===== config.mk =====
export PLATFORM = sky130hd
export DESIGN_NAME = upsample_interp
export DESIGN_NICKNAME = d
export VERILOG_FILES = /design/src/rtl/upsample_interp_pkg.sv /design/src/rtl/upsample_interp_calc.sv /design/src/rtl/upsample_interp.sv
export SDC_FILE = /design/constraint.sdc
export NUM_CORES = 1
export LEC_CHECK = 0
export CAP_MARGIN = 40
export CORE_UTILIZATION = 45
export DETAILED_ROUTE_END_ITERATION = 12
export PLACE_DENSITY = 0.73
export SLEW_MARGIN = 40
export SYNTH_ARGS = -nofsm -noshare
export SYNTH_HDL_FRONTEND = slang
export SYNTH_HIERARCHICAL = 1
export SYNTH_SLANG_ARGS = --single-unit

===== constraint.sdc =====
create_clock -name clk -period 12.92 [get_ports clk]
set_input_delay 1.938 -clock clk [delete_from_list [all_inputs] [get_ports clk]]
set_output_delay 1.938 -clock clk [all_outputs]
set_load 0.03 [all_outputs]

===== src/rtl/upsample_interp_pkg.sv =====
// Shared definitions for the interpolating upsampler: fill-mode encodings
// and the upsample factor derived from its log2.
package upsample_pkg;

  typedef enum logic [1:0] {
    MODE_ZERO = 2'd0,
    MODE_HOLD = 2'd1,
    MODE_LIN  = 2'd2
  } mode_e;

  function automatic int unsigned upsample_factor(input int unsigned log2_factor);
    return 32'd1 << log2_factor;
  endfunction

endpackage


===== src/rtl/upsample_interp_calc.sv =====
// Combinational output-sample generator: maps (prev, cur, phase, mode) to
// one output sample. Mode 3 is unassigned and falls through to hold.
module interp_calc
  import upsample_pkg::*;
#(
  parameter int DATA_W      = 16,
  parameter int LOG2_FACTOR = 2
) (
  input  logic signed [DATA_W-1:0]      prev,
  input  logic signed [DATA_W-1:0]      cur,
  input  logic        [LOG2_FACTOR-1:0] k,
  input  logic        [1:0]             mode_q,
  output logic        [DATA_W-1:0]      out_data
);

  localparam int PW = DATA_W + LOG2_FACTOR + 2;

  logic signed [DATA_W:0]      diff;
  logic        [LOG2_FACTOR:0] kp1;
  logic signed [PW-1:0]        diff_ext;
  logic signed [PW-1:0]        kp1_ext;
  logic signed [PW-1:0]        prod;
  logic signed [PW-1:0]        step;
  logic        [DATA_W-1:0]    lin;

  // Linear ramp: prev + floor((cur-prev)*(k+1)/F). The step magnitude never
  // exceeds |cur-prev|, so the DATA_W-bit sum cannot leave [prev, cur].
  always_comb begin
    diff     = {cur[DATA_W-1], cur} - {prev[DATA_W-1], prev};
    kp1      = {1'b0, k} + (LOG2_FACTOR + 1)'(1);
    diff_ext = {{(LOG2_FACTOR + 1){diff[DATA_W]}}, diff};
    kp1_ext  = {{(DATA_W + 1){1'b0}}, kp1};
    prod     = diff_ext * kp1_ext;
    step     = prod >>> LOG2_FACTOR;
    lin      = prev + step[DATA_W-1:0];
  end

  // Select the fill rule for the current phase.
  always_comb begin
    out_data = cur;
    case (mode_q)
      MODE_ZERO: out_data = (k == '0) ? cur : '0;
      MODE_LIN:  out_data = lin;
      default:   out_data = cur;
    endcase
  end

endmodule


===== src/rtl/upsample_interp.sv =====
// Interpolating upsampler: one signed sample in per input handshake,
// 2**LOG2_FACTOR samples out, valid/ready on both sides.
module upsample_interp
  import upsample_pkg::*;
#(
  parameter int DATA_W      = 16,
  parameter int LOG2_FACTOR = 2
) (
  input  logic              clk,
  input  logic              rst,
  input  logic [1:0]        mode,
  input  logic [DATA_W-1:0] in_data,
  input  logic              in_valid,
  output logic              in_ready,
  output logic [DATA_W-1:0] out_data,
  output logic              out_valid,
  input  logic              out_ready,
  output logic              busy
);

  localparam int unsigned                F          = upsample_factor(LOG2_FACTOR);
  localparam logic [LOG2_FACTOR-1:0]     LAST_PHASE = LOG2_FACTOR'(F - 1);

  logic signed [DATA_W-1:0]      cur_q, cur_d;
  logic signed [DATA_W-1:0]      prev_q, prev_d;
  logic        [LOG2_FACTOR-1:0] phase_q, phase_d;
  mode_e                         mode_q_q, mode_q_d;
  logic                          out_valid_q, out_valid_d;

  logic in_acc;
  logic out_acc;

  // in_ready looks at out_ready combinationally so the last output of one
  // burst and the next input accept share a cycle, keeping bursts gapless.
  always_comb begin
    in_ready = !out_valid_q || ((phase_q == LAST_PHASE) && out_ready);
    in_acc   = in_valid && in_ready;
    out_acc  = out_valid_q && out_ready;
  end

  // Next-state: an input accept takes priority over finishing a burst.
  always_comb begin
    cur_d       = cur_q;
    prev_d      = prev_q;
    phase_d     = phase_q;
    mode_q_d    = mode_q_q;
    out_valid_d = out_valid_q;
    if (in_acc) begin
      prev_d      = cur_q;
      cur_d       = in_data;
      mode_q_d    = mode_e'(mode);
      phase_d     = '0;
      out_valid_d = 1'b1;
    end else if (out_acc) begin
      if (phase_q == LAST_PHASE) begin
        phase_d     = '0;
        out_valid_d = 1'b0;
      end else begin
        phase_d = phase_q + LOG2_FACTOR'(1);
      end
    end
  end

  // State registers with synchronous reset clearing history too.
  always_ff @(posedge clk) begin
    if (rst) begin
      cur_q       <= '0;
      prev_q      <= '0;
      phase_q     <= '0;
      mode_q_q    <= MODE_ZERO;
      out_valid_q <= 1'b0;
    end else begin
      cur_q       <= cur_d;
      prev_q      <= prev_d;
      phase_q     <= phase_d;
      mode_q_q    <= mode_q_d;
      out_valid_q <= out_valid_d;
    end
  end

  interp_calc #(
    .DATA_W      (DATA_W),
    .LOG2_FACTOR (LOG2_FACTOR)
  ) u_calc (
    .prev     (prev_q),
    .cur      (cur_q),
    .k        (phase_q),
    .mode_q   (mode_q_q),
    .out_data (out_data)
  );

  assign out_valid = out_valid_q;
  assign busy      = out_valid_q;

endmodule


==> flow_summary_export.csv <==
group,metric,value,unit
outcome,outcome,"complete, no violations",
timing,skew,3.79,ps
clock_network,cts.sinks,37,
synth,netlist_instances,619,
timing,setup_slack,3710,ps
synth,synth.avg_cell_area,7.63,um2
floorplan,core_ar,10200,um2
place,dpl.hpwl,9040,um
clock_network,htreeDepth,2,
global_route,via_count_of_the_first_global_routing_pass,4196,
critical_path,endpoint_type_of_the_worst_setup_path,"output port",
route,via_per_inst,5.44,
synth,postSynth.topFlopCell,"sky130_fd_sc_hd__dfxtp_1",
critical_path,cpPeakStageDelay,690,ps
floorplan,die_height,104,um
route,final_antenna_net_count,0,
synth,yosys_warnings,6,
critical_path,worst-endpoint-arrival,7270,ps
critical_path,cp_slowest_cell,"sky130_fd_sc_hd__clkdlybuf4s50_1",
global_route,grt_first_pass_wirelength,19100,um
final_layout,seqCellArea,741,um2
synth,synth_top_family_by_area,"compound AO/OA/AOI/OAI gates",
synth,synthArstFlopShare,0,%
critical_path,path_class,"flop to output port",
route,routed_vias,4252,
pwr,ir_worst_vdd,0.115,mV
clock_network,cts_made_buffers,5,
clock_network,cts_setup_buffers,0,
timing,final_max_slew_viol_count,0,
synth,ys_ff_latch,37,
route,drt-wirelength-per-cell,14.1,um
final_layout,syn_to_final_growth,11.6,%
synth,yosys.area_share.adder,24.4,%
timing,tns,0,ps
run,cap_violations,0,
synth,yosys.area_share.xor_xnor,6.86,%
timing,setup_viol_count_final,0,
clock_network,cts_tree,"done",
timing,rsz0062_at_grt,"no",
critical_path,critical_path_peak_fanout,4,
global_route,overall_global_routing_usage,21.1,%
global_route,grt_overflow,0,
floorplan,io_pins,41,
final_layout,final_nets,749,
synth,synth-compound-area-share,24.8,%
clock_network,post_cts_sizing_count,0,
timing,fmax,109,MHz
pwr,power_per_cell_area,97.6,nW/um2
timing,timing.final.crit_share,71.3,%
place,placer_congestion_estimate,0.885,
final_layout,antennaDiodeCount,0,
critical_path,cp.required,10980,ps
place,place_ws,4110,ps
clock_network,cts_hold_buffers,0,
timing,relSlewSlack,49.8,%
floorplan,die_w,104,um
synth,post_synth_edffs,0,
hold_path,timing.hold.worst.class,"flop to flop",
synth,post_synth_and_or_nand_nor_area_fraction,18.0,%
clock_network,clk_pin_slew,70,ps
final_layout,fill_cells,980,
final_layout,most_common_cell_after_layout_fill_and_taps_aside,"sky130_fd_sc_hd__inv_1",
synth,synthMuxAreaShare,0.212,%
clock_network,clock_latency_on_the_worst_skew_pair,280,ps
clock_network,cts_buffer_depth,2,
synth,synth_sequential_area_ratio,15.7,%
timing,final_hold_viol_count,0,
critical_path,startpoint_type,"flop",
timing,layout_min_cycle_time,9210,ps
global_route,grt_start_max_net_pins,38,
floorplan,floorplan.initialDensity,46.2,%
floorplan,rows,37,
route,postRouteWirelength,11000,um
synth,synth.net_count,723,
place,port-buffer-count,40,
final_layout,multi_input_comb_area,3510,um2
route,drc,0,
synth,synth_cell_types,60,
floorplan,dieArea,10900,um2
route,drt_pass1_iterations,5,
route,drt_first_iter_violations,191,
final_layout,layout_common_cells,"sky130_fd_sc_hd__inv_1, sky130_fd_sc_hd__ha_1, sky130_fd_sc_hd__a21oi_1",
global_route,number_of_antenna_violations_at_the_first_check_in_global_routing,0,
clock_network,root_buffer,"sky130_fd_sc_hd__clkbuf_8",
timing,tightestPinTransition,751,ps
final_layout,drive_above_1_share,3.88,%
synth,syn-cell-area,4730,um2
pwr,power_leakage,2.33,nW
[flip-flops by register name, indices dropped and copies added (netlist names)]
register	cells
cur_q	16
phase_q	2
prev_q	16
mode_q_q	2
busy	1
[cell type report]
type	count	share of cell area [%]
timing repair buffer	43	8.02
inverter	92	6.54
clock buffer	7	1.64
multi-input combinational	466	66.5
sequential	37	14.0
tap	136	3.23
[per-stage QoR]
| step | utilization (%) | std cells | cell area (um2) | hold WS, ps | power [mW] |
|---|---|---|---|---|---|
| floorplan | - | 619 | 4730 | 454 | 0.362 |
| global placement | 50.7 | 774 | 5190 | 465 | 0.423 |
| detailed placement | 50.7 | 774 | 5190 | 470 | 0.436 |
| CTS | 51.6 | 781 | 5280 | 479 | 0.515 |
| global route | 51.6 | 781 | 5280 | 512 | 0.556 |
| finish | 51.6 | 781 | 5280 | 475 | 0.515 |
[synthesized netlist by cell type, types with 5 or more instances]
library cell / count / area, um2
sky130_fd_sc_hd__and2_1: 29 / 181
sky130_fd_sc_hd__dfxtp_1: 37 / 741
sky130_fd_sc_hd__inv_1: 90 / 338
sky130_fd_sc_hd__clkbuf_1: 9 / 33.8
sky130_fd_sc_hd__buf_2: 5 / 25.0
sky130_fd_sc_hd__o21ai_0: 47 / 235
sky130_fd_sc_hd__ha_1: 65 / 813
sky130_fd_sc_hd__nor2b_1: 9 / 56.3
sky130_fd_sc_hd__nor3_1: 7 / 35.0
sky130_fd_sc_hd__nor2_1: 20 / 75.1
sky130_fd_sc_hd__a21oi_1: 55 / 275
sky130_fd_sc_hd__xnor2_1: 30 / 263
sky130_fd_sc_hd__o21a_1: 5 / 37.5
sky130_fd_sc_hd__a22o_1: 12 / 105
sky130_fd_sc_hd__a211oi_1: 5 / 37.5
sky130_fd_sc_hd__nand3_1: 42 / 210
sky130_fd_sc_hd__nand2_1: 33 / 124
sky130_fd_sc_hd__o21ai_1: 10 / 50.1
sky130_fd_sc_hd__a21o_1: 11 / 82.6
sky130_fd_sc_hd__fa_1: 17 / 340
sky130_fd_sc_hd__xor2_1: 7 / 61.3
[critical path: cells and delay by family (launching register included)]
family	cells	cell delay, ps
AO/OA/AOI/OAI	11	2500
XOR/XNOR	4	630
adder cells (fa/ha/maj)	5	1620
buffers and inverters	4	880
flip-flops	1	410
AND/OR/NAND/NOR	4	950
[cell families (layout without fill, tap and decap cells)]
kind of cell / after synthesis / count (layout)
AOI/OAI and AO/OA: 182 / 182
and+or+nand+nor: 164 / 164
buffers and inverters: 116 / 142
adders and majority gates: 82 / 82
xor gates and xnor gates: 37 / 37
DFF: 37 / 37
muxes: 1 / 1
[final timing paths]
check | startpoint | endpoint | slack (ps) | cells after the start
max | prev_q[1] | out_data[15] | 3710 | 28
min | prev_q[15] | prev_q[15] | 480 | 2
max reg2reg | phase_q[0] | cur_q[0] | 10610 | 5
min reg2reg | prev_q[15] | prev_q[15] | 480 | 2
[power breakdown]
part	internal, mW	switching, mW
Sequential	0.119	0.00628
Clock	0.0423	0.0372
Combinational	0.133	0.177
Total	0.295	0.221
[metal layers]
layer | wire, um | vias up | GRT usage, %
li1 | - | 2180 | -
met1 | 5040 | 1985 | 27.4
met4 | 193 | 0 | 6.43
met3 | 252 | 18 | 1.13
met5 | 0 | - | 0
met2 | 5520 | 69 | 37.6
No activity file was read; power rests on OpenSTA's default activity.
